### src/rtl/vsru_pkg.sv
// Shared types and constants for the VSRU configuration sequencer.
package vsru_pkg;

  typedef enum logic [1:0] {
    S_HDR,
    S_VAL,
    S_WAIT
  } cfg_state_e;

  localparam int unsigned HDR_FLAG   = 7;
  localparam int unsigned HDR_CHAIN  = 0;
  localparam int unsigned NUM_CHAINS = 2;

  localparam logic [7:0] CONF_PASS = 8'd0;
  localparam logic [7:0] CONF_SUM  = 8'd1;

  // Header must carry the flag bit with all reserved bits clear.
  function automatic logic hdr_legal(input logic [7:0] b);
    return b[HDR_FLAG] && (b[6:1] == 6'd0);
  endfunction

endpackage

### src/rtl/vsru_config_ctrl_if.sv
// Byte-serial configuration command stream (valid/ready).
interface vsru_config_ctrl_if;

  logic       cfg_valid;
  logic [7:0] cfg_data;
  logic       cfg_ready;

  modport master (
    output cfg_valid,
    output cfg_data,
    input  cfg_ready
  );

  modport slave (
    input  cfg_valid,
    input  cfg_data,
    output cfg_ready
  );

endinterface

### src/rtl/vsru_cfg_parser.sv
// Two-byte config command parser: header/value FSM, shadow value and sticky error.
module vsru_cfg_parser
  import vsru_pkg::*;
#(
  parameter int unsigned MAX_CONF = 1
) (
  input  logic                    clk,
  input  logic                    reset,
  vsru_config_ctrl_if.slave       cfg,
  input  logic                    valid_i,
  input  logic                    eof_i,
  input  logic                    chain_i,
  output logic                    pending_o,
  output logic                    err_o,
  output logic                    commit_o,
  output logic                    commit_chain_o,
  output logic [7:0]              shadow_o
);

  localparam logic [7:0] MaxConfB = 8'(MAX_CONF);

  cfg_state_e state_q, state_d;
  logic       chain_q, chain_d;
  logic [7:0] shadow_q, shadow_d;
  logic       err_q, err_d;

  always_ff @(posedge clk) begin
    if (reset) begin
      state_q  <= S_HDR;
      chain_q  <= 1'b0;
      shadow_q <= 8'd0;
      err_q    <= 1'b0;
    end else begin
      state_q  <= state_d;
      chain_q  <= chain_d;
      shadow_q <= shadow_d;
      err_q    <= err_d;
    end
  end

  always_comb begin
    state_d       = state_q;
    chain_d       = chain_q;
    shadow_d      = shadow_q;
    err_d         = err_q;
    cfg.cfg_ready = 1'b0;
    commit_o      = 1'b0;
    unique case (state_q)
      S_HDR: begin
        cfg.cfg_ready = 1'b1;
        if (cfg.cfg_valid) begin
          if (hdr_legal(cfg.cfg_data)) begin
            chain_d = cfg.cfg_data[HDR_CHAIN];
            state_d = S_VAL;
          end else begin
            err_d = 1'b1;
          end
        end
      end
      S_VAL: begin
        cfg.cfg_ready = 1'b1;
        if (cfg.cfg_valid) begin
          if (cfg.cfg_data <= MaxConfB) begin
            shadow_d = cfg.cfg_data;
            state_d  = S_WAIT;
          end else begin
            err_d   = 1'b1;
            state_d = S_HDR;
          end
        end
      end
      S_WAIT: begin
        // Only a real (valid) frame end on the targeted chain releases the shadow.
        if (valid_i && eof_i && (chain_i == chain_q)) begin
          commit_o = 1'b1;
          state_d  = S_HDR;
        end
      end
      default: state_d = S_HDR;
    endcase
  end

  assign pending_o      = (state_q == S_WAIT);
  assign err_o          = err_q;
  assign commit_chain_o = chain_q;
  assign shadow_o       = shadow_q;

endmodule

### src/rtl/vsru_config_ctrl.sv
// Per-chain active config plus one-stage vector pipeline feeding the reduce unit.
module vsru_config_ctrl
  import vsru_pkg::*;
#(
  parameter int unsigned N            = 8,
  parameter int unsigned DATA_WIDTH   = 32,
  parameter int unsigned MAX_CONF     = 1,
  parameter int unsigned DEFAULT_CONF = 1
) (
  input  logic                                clk,
  input  logic                                reset,
  vsru_config_ctrl_if.slave                   cfg,
  input  logic                                valid_in,
  input  logic                                eof_in,
  input  logic                                chainId_in,
  input  logic [N-1:0][DATA_WIDTH-1:0]        vector_in,
  output logic                                valid_out,
  output logic                                eof_out,
  output logic                                chainId_out,
  output logic [N-1:0][DATA_WIDTH-1:0]        vector_out,
  output logic [7:0]                          conf_byte_out,
  output logic                                cfg_pending_out,
  output logic                                err_out
);

  localparam logic [7:0] DefaultConfB = 8'(DEFAULT_CONF);

  logic                               commit;
  logic                               commit_chain;
  logic [7:0]                         shadow;
  logic [NUM_CHAINS-1:0][7:0]         active_q, active_d;
  logic                               valid_q, eof_q, chain_q;
  logic [N-1:0][DATA_WIDTH-1:0]       vector_q;
  logic [7:0]                         conf_q;

  vsru_cfg_parser #(
    .MAX_CONF (MAX_CONF)
  ) u_parser (
    .clk            (clk),
    .reset          (reset),
    .cfg            (cfg),
    .valid_i        (valid_in),
    .eof_i          (eof_in),
    .chain_i        (chainId_in),
    .pending_o      (cfg_pending_out),
    .err_o          (err_out),
    .commit_o       (commit),
    .commit_chain_o (commit_chain),
    .shadow_o       (shadow)
  );

  always_comb begin
    active_d = active_q;
    if (commit) begin
      active_d[commit_chain] = shadow;
    end
  end

  // conf_q samples active_q, not active_d, so an eof vector keeps its old config.
  always_ff @(posedge clk) begin
    if (reset) begin
      active_q <= {NUM_CHAINS{DefaultConfB}};
      valid_q  <= 1'b0;
      eof_q    <= 1'b0;
      chain_q  <= 1'b0;
      vector_q <= '0;
      conf_q   <= 8'd0;
    end else begin
      active_q <= active_d;
      valid_q  <= valid_in;
      eof_q    <= eof_in;
      chain_q  <= chainId_in;
      vector_q <= vector_in;
      conf_q   <= active_q[chainId_in];
    end
  end

  assign valid_out     = valid_q;
  assign eof_out       = eof_q;
  assign chainId_out   = chain_q;
  assign vector_out    = vector_q;
  assign conf_byte_out = conf_q;

endmodule
### src/flat_wrapper.sv
// flat-port wrapper written by rule: the top's interface ports become plain ports
module vsru_config_ctrl_flat import vsru_pkg::*;
#(
  parameter int unsigned N            = 8,
  parameter int unsigned DATA_WIDTH   = 32,
  parameter int unsigned MAX_CONF     = 1,
  parameter int unsigned DEFAULT_CONF = 1
)
  (clk, reset, valid_in, eof_in, chainId_in, vector_in, valid_out, eof_out, chainId_out, vector_out, conf_byte_out, cfg_pending_out, err_out, cfg_cfg_valid, cfg_cfg_data, cfg_cfg_ready);
  vsru_config_ctrl_if cfg_i ();
  input  logic clk;
  input  logic reset;
  input  logic valid_in;
  input  logic eof_in;
  input  logic chainId_in;
  input  logic [N-1:0][DATA_WIDTH-1:0] vector_in;
  output logic valid_out;
  output logic eof_out;
  output logic chainId_out;
  output logic [N-1:0][DATA_WIDTH-1:0] vector_out;
  output logic [7:0] conf_byte_out;
  output logic cfg_pending_out;
  output logic err_out;
  input wire logic [$bits(cfg_i.cfg_valid)-1:0] cfg_cfg_valid;
  input wire logic [$bits(cfg_i.cfg_data)-1:0] cfg_cfg_data;
  output wire logic [$bits(cfg_i.cfg_ready)-1:0] cfg_cfg_ready;
  assign cfg_i.cfg_valid = cfg_cfg_valid;
  assign cfg_i.cfg_data = cfg_cfg_data;
  assign cfg_cfg_ready = cfg_i.cfg_ready;
  vsru_config_ctrl #(.N(N), .DATA_WIDTH(DATA_WIDTH), .MAX_CONF(MAX_CONF), .DEFAULT_CONF(DEFAULT_CONF)) u_core (.clk(clk), .reset(reset), .cfg(cfg_i), .valid_in(valid_in), .eof_in(eof_in), .chainId_in(chainId_in), .vector_in(vector_in), .valid_out(valid_out), .eof_out(eof_out), .chainId_out(chainId_out), .vector_out(vector_out), .conf_byte_out(conf_byte_out), .cfg_pending_out(cfg_pending_out), .err_out(err_out));
endmodule
### config.mk
export PLATFORM = sky130hd
export DESIGN_NAME = vsru_config_ctrl_flat
export DESIGN_NICKNAME = d
export VERILOG_FILES = /design/src/rtl/vsru_pkg.sv /design/src/rtl/vsru_config_ctrl_if.sv /design/src/rtl/vsru_cfg_parser.sv /design/src/rtl/vsru_config_ctrl.sv /design/src/flat_wrapper.sv
export SDC_FILE = /design/constraint.sdc
export NUM_CORES = 1
export LEC_CHECK = 0
export BUFFER_PORTS_ARGS = -buffer_cell sky130_fd_sc_hd__buf_2
export CORE_AREA = 2 2 211 213
export CTS_CLUSTER_DIAMETER = 80
export DETAILED_ROUTE_END_ITERATION = 6
export DIE_AREA = 0 0 213 215
export PLACE_DENSITY = 0.51
export SLEW_MARGIN = 20
export SYNTH_ARGS = -nofsm -noshare
export SYNTH_HDL_FRONTEND = slang
export SYNTH_SLANG_ARGS = --single-unit
### constraint.sdc
create_clock -name clk -period 2 [get_ports clk]
set_clock_uncertainty 0.15 [all_clocks]
set_input_delay 0.4 -clock clk [delete_from_list [all_inputs] [get_ports clk]]
set_output_delay 0.4 -clock clk [all_outputs]
set_load 0.01 [all_outputs]
== Yosys cells after proc, flatten, opt, wreduce, memory -nomap -nowiden ==
Index checks and enable logic that the tools add are counted.

* Register bits after elaboration: 295
* Input bits: 270
* Output and inout port bits: 270

* Magnitude comparators: 4
* Equality and inequality tests: 9
* Mux-type cells: 19
* Reductions and logical operators: 12

{| class="wikitable"
|+ Operators by type and width
! operator !! number
|-
| two-way mux 8 bit || 3
|-
| bitwise mux 16 bit || 1
|-
| two-way mux 2 bit || 5
|-
| != test 2 bit, second input constant || 5
|-
| demux 8 bit (select 1 bit) || 1
|-
| less-or-equal comparator 8 x 1 -> 1 bit, second input constant || 1
|-
| two-way mux 1 bit || 7
|-
| logical NOT 6 bit || 1
|-
| case mux 2 bit (3 select lines) || 1
|-
| AND reduction 3 bit || 2
|-
| AND reduction 5 bit || 1
|-
| logical AND 1 bit || 4
|-
| < comparator 1 x 2 -> 1 bit, second input constant || 2
|-
| AND reduction 4 bit || 1
|-
| == test 2 x 1 -> 1 bit, second input constant || 1
|-
| == test 2 bit, second input constant || 1
|-
| logical NOT 2 bit || 1
|-
| != test 2 x 1 -> 1 bit, second input constant || 1
|-
| case mux 1 bit (2 select lines) || 1
|-
| nonzero test 2 bit || 1
|-
| OR reduction 2 bit || 1
|-
| == test 1 bit || 1
|-
| >= comparator 1 bit, second input constant || 1
|}

== Depth between registers and ports, before layout ==
* Depth in word-level cells: 5
* Depth in mapped cells: 6

== Modules after synthesis ==
A second synthesis with hierarchy kept.

* Cell total of the unflattened synthesis: 685
* Area total of the unflattened synthesis: 8398.1 µm²

{| class="wikitable"
|+ Modules (own cells, without submodules)
! module !! instances !! cells an instance !! area each (µm²)
|-
| vsru_config_ctrl || 1 || 636 || 7888.8
|-
| vsru_cfg_parser || 1 || 49 || 509.2
|}

== Least setup slack after synthesis ==
Ideal clock, no wire load.

* Path type: input to register
* Start: input cfg_cfg_data[2]
* End: register u_core.u_parser.shadow_q[0] (netlist: u_core.u_parser.shadow_o[0])
* Arrival: 1.141 ns
* Required time: 1.729 ns
* Path slack: 0.588 ns
* Cell stages on the path: 3
* Buffers on the path: 0
* Cell sequence: nor4_4 > nand3_1 > mux2_2

* Longest elaborated chain between the ends: 2

{| class="wikitable"
|+ Ends and longest elaborated chain
! what !! line !! source
|-
| start: declaration || flat_wrapper.sv:25 || <nowiki>input wire logic [$bits(cfg_i.cfg_data)-1:0] cfg_cfg_data;</nowiki>
|-
| less-or-equal comparator 8 x 1 -> 1 bit || vsru_cfg_parser.sv:63 || <nowiki>if (cfg.cfg_data <= MaxConfB) begin</nowiki>
|-
| AND reduction 3 bit (no source line) || - ||
|-
| end signal: assignment || vsru_cfg_parser.sv:36 || <nowiki>shadow_q <= shadow_d;</nowiki>
|-
| end: declaration || vsru_cfg_parser.sv:24 || <nowiki>logic [7:0] shadow_q, shadow_d;</nowiki>
|}

Every way passes these cells.
A chain may end at the register's enable or synchronous reset.

== Worst setup path in the final report ==
* Start: register u_core.u_parser.state_q[1]
* End: output cfg_pending_out

* Longest elaborated chain between the ends: 1

{| class="wikitable"
|+ Ends and longest elaborated chain
! what !! line !! source
|-
| start: declaration || vsru_cfg_parser.sv:22 || <nowiki>cfg_state_e state_q, state_d;</nowiki>
|-
| start signal: assignment || vsru_cfg_parser.sv:34 || <nowiki>state_q <= state_d;</nowiki>
|-
| == test 2 bit || vsru_cfg_parser.sv:83 || <nowiki>assign pending_o = (state_q == S_WAIT);</nowiki>
|-
| end: declaration || flat_wrapper.sv:22 || <nowiki>output logic cfg_pending_out;</nowiki>
|}

Every way passes these cells.

==> impl_metrics.tcl <==
set metrics [dict create \
    cp-endpoint "cfg_pending_out" \
    power_mw 13.63 \
    crit_type "reg -> out" \
    finalSetupTns_ns 0 \
    drc 0 \
    cellLeakagePower_nw 7.239 \
    r2r-start "u_core.u_parser.state_q[0]$_SDFFE_PP0P_" \
    wl_mm 30.09 \
    dr_total_vias 7722 \
    seq_area_um2 5907 \
    start_util_pct 19.10 \
    path_clk_slew_ns 0.05 \
    portBuffers 539 \
    end_kind "primary output" \
    final_nets 1772 \
    fp.dieW_um 213 \
    first_iter_violations 201 \
    drv_slew 0 \
    die_y_um 215 \
    peakVddDrop_v 0.0005823 \
    routedWlPerCell_um 14.20 \
    worstPathRequired_ns 1.45 \
    maxSlewHeadroom_pct 61.34 \
    placed_cell_area_um2 11800 \
    min_path_type "in -> reg" \
    reg2reg_slack_ns 0.44 \
    holdWs_ns 0.03086 \
    finalHoldViolations 0 \
    grt_use_total_pct 12.65 \
    cts_tree "done" \
    antenna_found_initial 6 \
    synth_simple_gate_area_share_pct 23.38 \
    setup_viol 0 \
    synth_xor_area_share_pct 0.2101 \
    r2r_cells 3 \
    htreeDepth 2 \
    cts_root_buf "clkbuf_16" \
    synth_cell_types 28 \
    grt_first_pass_wirelength_mm 44.55 \
    max_freq_mhz 553.0 \
    synthMuxAreaShare_pct 1.230 \
    yosysTopAreaCell "dfxtp_1" \
    drv_cap 0 \
    fillCellCount 4348 \
    period_share_pct 90.42 \
    multi_input_area_um2 2260 \
    ant_nets 0 \
    power_density_nw_per_um2 885.0 \
    final_layout_size_suffix_gt1_share_pct 40.46 \
    synth_adder_area_share_pct 0 \
    yosysWarnings 0 \
    fin_crit_ns 1.808 \
    numClockSinks 295 \
    dr.pass1.iters 4 \
    worst_slack_ns 0.1916 \
    reg2reg_to "u_core.active_q[5]$_SDFFE_PP0P_" \
    dp.cells 1805 \
    hpwl_mm 20.68 \
    path_max_fanout 9 \
    status "completed" \
    avgViaCountPerCell 3.644 \
    place_ws_ns 0.3336 \
    fp.dieArea_um2 45800 \
    io_pins 540 \
    coreArea_um2 43640 \
    netlist_top_cells_area "dfxtp_1 (71%), nor2b_1 (20%), clkbuf_1 (1.4%)" \
    clockBufferDepth 3 \
    max_slew.worst_pin.slew_ns 0.5795 \
    synth_top_family_by_area "simple AND/OR/NAND/NOR gates" \
    fin_cells 2119 \
    yosysSeqAreaShare_pct 70.83 \
    syn_nets 968 \
    cts_buffers 34 \
    clkLatencyLatePin_ns 0.52 \
    cts_setup_buffers 0 \
    grt_max_degree 60 \
    postSynthCellCount 698 \
    stdcell_area_um2 15400 \
    grt-ovfl-total 0 \
    syn2layout_area_growth_pct 84.66 \
    netlist_area_um2 8338 \
    yosys.area.top_type_share_pct 70.83 \
    place.gp.congestion 0.8569 \
    utilization_pct 35.28 \
    rsz0062_at_grt "no" \
    synth_compound_area_share_pct 2.281 \
    rows 77 \
    avgSynthCellArea_um2 11.95 \
    ys_seq_elements 295 \
    cp.arrival_ns 1.26 \
    grt_pass1_vias 8446 \
    crit_start "u_core.u_parser.state_q[1]$_SDFFE_PP0P_" \
    startpoint_type "flip-flop" \
]
-- logic make-up after synthesis --
logic type / after synthesis
XOR/XNOR: 2
multiplexers: 10
AND/OR/NAND/NOR: 313
AO/OA/AOI/OAI: 36
flip-flops: 295
buffers and inverters: 42
-- cells in the mapped netlist --
cell type / number
dfxtp_1: 295
nor2b_1: 264
clkbuf_1: 31
nand3_1: 18
o21ai_0: 17
a21oi_1: 15
nor2_1: 10
mux2i_1: 8
and2_2: 6
buf_2: 4
inv_1: 3
a31oi_1: 2
and2_1: 2
and4bb_2: 2
buf_4: 2
clkbuf_2: 2
mux2_2: 2
nand2_1: 2
nand3b_1: 2
nor3_1: 2
xor2_1: 2
a211oi_1: 1
a311o_1: 1
and3b_1: 1
and4b_1: 1
nand4b_1: 1
nor4_4: 1
or2_2: 1
-- repair_timing --
item | CTS | global route
hold buffers | 253 | 0
hold endpoints to repair | 253 | 0
setup endpoints to repair | 0 | 1
resized for setup | 0 | 1
-- flip-flops by register name (all words and copies together) (netlist names) --
register / flops
u_core.vector_out: 256
u_core.valid_out: 1
u_core.u_parser.commit_chain_o: 1
u_core.u_parser.state_q: 2
u_core.u_parser.err_o: 1
u_core.conf_byte_out: 8
u_core.chainId_out: 1
u_core.eof_out: 1
u_core.u_parser.shadow_o: 8
u_core.active_q: 16
-- routing by layer --
layer	GRT usage, %	share of wire (%)
met1	13.21	38
met2	21.98	48
met3	5.392	9.6
met4	5.524	3.8
met5	0	0.18
-- worst min path at each step --
| stage | from | endpoint | cells after the start |
|---|---|---|---|
| global route | vector_in[54] | u_core.vector_out[54]$_SDFF_PP0_ | 2 |
| finish | vector_in[54] | u_core.vector_out[54]$_SDFF_PP0_ | 2 |
| global placement | u_core.u_parser.err_o$_SDFFE_PP0P_ | u_core.u_parser.err_o$_SDFFE_PP0P_ | 2 |
| floorplan | u_core.u_parser.shadow_o[5]$_SDFFE_PP0P_ | u_core.u_parser.shadow_o[5]$_SDFFE_PP0P_ | 1 |
| CTS | vector_in[54] | u_core.vector_out[54]$_SDFF_PP0_ | 2 |
| detailed placement | u_core.active_q[12]$_SDFFE_PP0P_ | u_core.active_q[12]$_SDFFE_PP0P_ | 2 |
-- power by group --
part           total (mW)  internal, mW  switching (mW)  leakage [nW]
sequential           6.23          6.16          0.0713          2.45
clock                5.91          3.43            2.48         0.515
combinational        1.49         0.861           0.625          4.27
total                13.6          10.4            3.18          7.24
-- cells in the final DEF, fill, tap and decap left out, types with 3 or more instances in the layout --
cell type,netlist,final
a21oi_1,15,15
mux2i_1,8,8
nand3_1,18,18
inv_1,3,3
buf_4,2,10
dlygate4sd3_1,0,253
clkbuf_16,0,34
nor2_1,10,10
buf_12,0,5
nor2b_1,264,264
dfxtp_1,295,294
o21ai_0,17,17
inv_6,0,3
clkbuf_1,31,9
buf_2,4,538
clkbuf_8,0,8
and2_2,6,6
-- final cells by class --
class | instances | area share (%)
sequential | 295 | 38.36
timing repair buffer | 807 | 35.16
multi-input combinational | 361 | 14.68
clock buffer | 50 | 6.371
tap | 592 | 4.811
clock inverter | 9 | 0.5119
inverter | 3 | 0.07313
antenna | 2 | 0.03250
-- critical path: stages (launching register included) --
cell	delay [ns]
dfxtp_2	0.39
nor2b_1	0.19
buf_2	0.15
No activity file was read; power rests on OpenSTA's default activity.
